[config.mk]
export PLATFORM = sky130hd
export DESIGN_NAME = usr_sipo_rx
export DESIGN_NICKNAME = d
export VERILOG_FILES = /design/src/rtl/usr_sipo_rx.sv
export SDC_FILE = /design/constraint.sdc
export NUM_CORES = 1
export LEC_CHECK = 0
export CORE_UTILIZATION = 40
export CTS_BUF_LIST = sky130_fd_sc_hd__clkbuf_8 sky130_fd_sc_hd__clkbuf_16
export DETAILED_ROUTE_END_ITERATION = 8
export GPL_TIMING_DRIVEN = 0
export MAX_ROUTING_LAYER = met4
export PLACE_DENSITY = 0.62
export SYNTH_ARGS = -nofsm -noshare
export SYNTH_HDL_FRONTEND = slang
export SYNTH_SLANG_ARGS = --single-unit
export TNS_END_PERCENT = 1
[constraint.sdc]
create_clock -name clk -period 2.5 [get_ports clk]
set_clock_uncertainty 0.05 [all_clocks]
set_input_delay 0.5 -clock clk [delete_from_list [all_inputs] [get_ports clk]]
set_output_delay 0.5 -clock clk [all_outputs]
set_load 0.02 [all_outputs]
[src/rtl/usr_sipo_rx.sv]
// Serial-to-parallel receiver: rebuilds WIDTH-bit words from a bit stream (MSB- or LSB-first)
// and offers each finished word through a single valid/ready holding register.
module usr_sipo_rx #(
    parameter int WIDTH = 4,
    parameter int CNT_W = 3
) (
    input  logic             clk,
    input  logic             rst,
    input  logic             sin,
    input  logic             sin_valid,
    input  logic             dir,
    input  logic             sync,
    input  logic             out_ready,
    input  logic             ovr_clr,
    output logic [WIDTH-1:0] out_data,
    output logic             out_valid,
    output logic             overrun,
    output logic             busy
);

    typedef enum logic {IDLE, RECV} state_t;

    state_t             state, state_nxt;
    logic [CNT_W-1:0]   cnt, cnt_base, cnt_nxt;
    logic [WIDTH-1:0]   sreg, sreg_base, sreg_nxt;
    logic               dir_q, dir_eff, dir_nxt;
    logic               complete;

    // sync rebases the word so a bit arriving in the same cycle starts a fresh one
    always_comb begin
        cnt_base  = sync ? '0 : cnt;
        sreg_base = sync ? '0 : sreg;
        dir_eff   = (sync || state == IDLE) ? dir : dir_q;
        complete  = sin_valid && (cnt_base == CNT_W'(WIDTH - 1));
        sreg_nxt  = sreg_base;
        cnt_nxt   = cnt_base;
        dir_nxt   = dir_q;
        if (sin_valid) begin
            sreg_nxt = dir_eff ? {sin, sreg_base[WIDTH-1:1]} : {sreg_base[WIDTH-2:0], sin};
            cnt_nxt  = complete ? '0 : cnt_base + CNT_W'(1);
            dir_nxt  = dir_eff;
        end
        state_nxt = (cnt_nxt != '0) ? RECV : IDLE;
    end

    always_ff @(posedge clk) begin
        if (!rst) begin
            state     <= IDLE;
            cnt       <= '0;
            sreg      <= '0;
            dir_q     <= 1'b0;
            out_data  <= '0;
            out_valid <= 1'b0;
            overrun   <= 1'b0;
            busy      <= 1'b0;
        end else begin
            state <= state_nxt;
            busy  <= (state_nxt == RECV);
            cnt   <= cnt_nxt;
            sreg  <= sreg_nxt;
            dir_q <= dir_nxt;

            if (complete && (!out_valid || out_ready)) begin
                out_data  <= sreg_nxt;
                out_valid <= 1'b1;
            end else if (out_valid && out_ready) begin
                out_valid <= 1'b0;
            end

            // a drop in the same cycle as a clear leaves overrun set
            if (complete && out_valid && !out_ready)
                overrun <= 1'b1;
            else if (ovr_clr)
                overrun <= 1'b0;
        end
    end

endmodule
# Word-level counts from Yosys, hierarchy flattened
# Index checks and enable logic that the tools add are counted.
totals:
  inputBits: 8
  mem_bits_rw: 0
  word_cells: 34
  latch_bits: 0
  n_memories: 0
  regBits: 15
  rom_bits: 0
  out_inout_bits: 7
classes:
  reduce_logical: 12
  n_mux: 12
  n_lt_le_gt_ge: 0
  bitwise_logic: 1
  n_mul: 0
  n_div: 0
  n_addsub: 1
  shifts: 0
  n_eq_ne: 1
ops:
  columns: ["op", "n"]
  rows:
  - ["$mux 4", 3]
  - ["$mux 3", 3]
  - ["$mux 1", 6]
  - ["$logic_and 1x1->1", 5]
  - ["$reduce_bool 2->1", 2]
  - ["$add 3x1->3 const B", 1]
  - ["$eq 3x2->1 const B", 1]
  - ["$reduce_bool 3->1", 1]
  - ["$logic_not 1->1", 2]
  - ["$logic_or 1x1->1", 2]
  - ["$not 1->1", 1]

# Logic depth before layout (Yosys ltp)
logic_depth:
  word_depth: 7
  mapped_depth: 6
  mapped_depth_nobuf: 6

# Worst setup path after synthesis
# Ideal clock, no wire load.
synth_path:
  kind: "input to register"
  from: "in sync"
  to: "reg out_data[1]"
  slack_ns: 0.883
  setup_ns: 0.116
  n_path_buf: 0
  stages: 6
  arrival_time_ns: 1.450
  cell_sequence: "and2b_1 ha_1 nand2_1 nor3_4 o21ai_0 o211a_1"
synth_via:
  elab_chain_cells: 4
  elab_cells_between_ends: 9
  classes_between: "eq/ne (1); mux (5); reduce/logical (3)"
synth_lines:
  columns: ["element", "line_no", "rtl"]
  rows:
  - ["start: declaration", "12", "input logic sync,"]
  - ["$mux 3 or $logic_or 1x1->1 (tied branches)", "31, 33", null]
  - ["$eq 3x2->1 or $mux 1 (tied branches)", "34, 33", null]
  - ["$logic_and 1x1->1 or $mux 4 (tied branches)", "34, 39", null]
  - ["$logic_and 1x1->1 or $mux 4 (tied branches)", "63, 38", null]
  - ["end signal: assignment", "64", "out_data <= sreg_nxt;"]
  - ["end: declaration", "15", "output logic [WIDTH-1:0] out_data,"]
# Several ways; a longest one is shown, not always the timed one.
# A chain may end at the register's enable or synchronous reset.

# Worst setup path in the final report
layout_path:
  from: "in sync"
  to: "reg out_data[2]"
# The elaborated chain is that of the path after synthesis.

==> impl_results.md <==
* ANT nets after route at 0
* Vias in the first global route at just under 600
* Number of cells on the worst reg-to-reg path at 6
* Startpoint class of the critical path: input port
* Die area at between 1500 and 2000 µm²
* Commonest non-fill, non-tap cell in the layout: dfxtp_1
* Max-Cap Viols at 0
* Post-synth cell types at 32
* Relative slew slack at about three quarters
* Hold Crit Class: flip-flop to flip-flop
* Max-slew violation count at 0
* # Post-CTS Setup Buffers at 0
* FMAX at 459 MHz
* Critical Path RT at around 2.6 ns
* Share of layout cells above drive strength 1 at 10.0%
* CP arrival at between 2 and 2.5 ns
* Hold_buf cts at 0
* Worst r2r src: cnt[0]$_SDFF_PN0_
* Total gr overflow at 0
* Most frequent cells in the layout: dfxtp_1 (15), clkdlybuf4s50_1 (14), nand2_1 (11)
* Final Hold Vio Count at 0
* CTS Sinks at 15
* Syn Nets at between 90 and 100
* Hold endpoint: sreg[0]$_SDFF_PN0_
* WL final at 1410 µm
* Initial antenna violation count at 0
* IO Count at 15
* Ant. Diodes at 0
* Peak supply drop at 0.335 mV
* Post-CTS sizing at 0
* Core Region at between 1500 and 2000 µm²
* Root Buffer: clkbuf_8
* Synthesized instance count at 82
* Die height at approximately 45 µm
* Starting Density at between 40% and 50%
* PwrDens at approximately 530 nW/µm²
* RSZ-0062 raised after global routing: false
* Overall power at ~0.5 mW
* Endpoints failing setup at 0
* Hold path cells at 2
* Status: complete, no violations
* Flop-to-flop setup slack at 0.93 ns
* Die width at between 40 and 50 µm
* Setup Crit Path Kind: input port to flip-flop
* Syn-to-layout area delta at 29.9%
* Synthesis Warnings at 0
* Post-synthesis cell area at 724 µm²
* Crit path time final at between 2 and 2.5 ns
* Maximum fanout along the worst path at 9
* First-pass GRT wire length at around 2500 µm
* Drt pass-1 iters at 3
* Row count at 15
* Pin count of the biggest net entering global routing at 11
* Longest Clk Path Bufs at 2
* Register area share after synthesis at approximately 41%
* Nets at 110
* Syn Area/Cell at 8.83 µm²
* CTS tree: built
* HPWL Detailed at about 1000 µm
* Part of the cycle the worst path needs at a little under 90%
* Clock H-tree levels at 1
* Via count at 615
* Hold path start: sreg[0]$_SDFF_PN0_
* Vias per cell at 4.92
* PortBufs at 14
* Total negative slack at 0 ns
* TritonCTS buffer count at 3
* Residual DRC at 0
* Worst-path clk slew at around 0.060 ns
* Yosys reg bits at 15
* DRT iter0 DRCs at 7
* Wire per inst at between 10 and 15 µm
* R2R Path End: out_data[2]$_SDFFE_PN0P_
* Worst Tran Pin Value at ~0.37 ns
* Final GP Congestion at 0.721
* Leak at between 0.3 and 0.4 nW
* Clk_lat worst skew at around 0.24 ns
* Gr usage total at 17.9%
* Worst Setup End Kind: flip-flop
==> synthesized netlist by cell type <==
library cell  count  area share [%]
xor2_1            1             1.2
buf_4             1             1.0
a21o_1            1             1.0
nand2_1          11             5.7
nor2b_2           2             2.4
o22ai_1           1            0.86
o211a_1           2             2.8
a21oi_2           1             1.2
and2_1            3             2.6
nor2_1            3             1.6
nor3b_1           1             1.0
nand2b_1          2             1.7
nor3_1            2             1.4
mux2i_1           1             1.4
clkbuf_1          1            0.52
nand3b_1          1             1.0
and3_1            1            0.86
mux2_2            1             1.6
a21boi_1          2             2.1
o221a_2           1             1.6
o2111ai_1         1             1.2
nand3_1           1            0.69
a21oi_1           4             2.8
nor3_4            1             2.2
dfxtp_1          15              41
o21a_1            1             1.0
a21boi_0          2             2.1
inv_1             1            0.52
nor2b_1           4             3.5
ha_1              1             1.7
and2b_1           3             3.1
o21ai_0           9             6.2
==> area by class of cell <==
class / instances / area (µm²)
multi-input combinational: 64 / 409
tap: 25 / 31.3
sequential: 15 / 300
timing repair buffer: 14 / 140
buffer: 2 / 11.3
clock inverter: 1 / 3.75
inverter: 1 / 3.75
clock buffer: 3 / 41.3
fill: 163 / 767
==> registers in the layout, summed over array words and instances, names as in the netlist <==
signal     count
out_data       4
sreg           4
cnt            3
dir_q          1
out_valid      1
overrun        1
state          1
==> stage by stage <==
stage / cell area, µm² / utilization (%) / std cells / worst slack [ns] / hold slack (ns)
3_5_place_dp: 896 / 52.5 / 121 / 0.0851 / 0.407
2_1_floorplan: 724 / - / 82 / 0.883 / 0.382
3_3_place_gp: 896 / 52.5 / 121 / 0.0865 / 0.393
4_1_cts: 941 / 55.1 / 125 / 0.339 / 0.416
5_1_grt: 941 / 55.1 / 125 / 0.192 / 0.458
6_report: 941 / 55.1 / 125 / 0.321 / 0.414
==> power by group <==
part           internal, mW  switching, mW  total, mW
clock network         0.109         0.0821      0.191
logic                0.0297         0.0277     0.0573
registers             0.245        0.00449      0.250
==> metal layers <==
| layer | vias to the layer above | wire length, µm | GRT usage (%) |
|---|---|---|---|
| li1 | 324 | - | - |
| met4 | 0 | 15 | 10.9 |
| met2 | 9 | 598 | 25.0 |
| met1 | 280 | 748 | 23.5 |
| met5 | - | 0 | - |
| met3 | 2 | 46 | 3.67 |
==> cells by family (layout without fill, tap and decap cells) <==
kind of cell / count (synthesis) / after routing / share of synthesized area [%]
AND/OR/NAND/NOR: 35 / 35 / 27.8
multiplexers: 2 / 2 / 2.94
flip-flops: 15 / 15 / 41.5
adder cells (fa/ha/maj): 1 / 1 / 1.73
buffers and inverters: 3 / 21 / 2.07
XOR/XNOR: 1 / 1 / 1.21
AO/OA/AOI/OAI: 25 / 25 / 22.8
==> critical path, stage by stage <==
cell and delay [ns]:
clkdlybuf4s50_1 0.54, and2b_1 0.31, ha_1 0.18, nand2_1 0.11, nor3_4 0.28, o21ai_0 0.18, o211a_1 0.16
==> how the worst max path moves through the flow <==
stage / start / endpoint
finish: sync / out_data[2]$_SDFFE_PN0P_
global route: sync / out_data[2]$_SDFFE_PN0P_
CTS: sync / out_data[1]$_SDFFE_PN0P_
detailed placement: sync / out_data[1]$_SDFFE_PN0P_
global placement: sync / out_data[1]$_SDFFE_PN0P_
floorplan: sync / out_data[1]$_SDFFE_PN0P_
No activity file was read; power rests on OpenSTA's default activity.
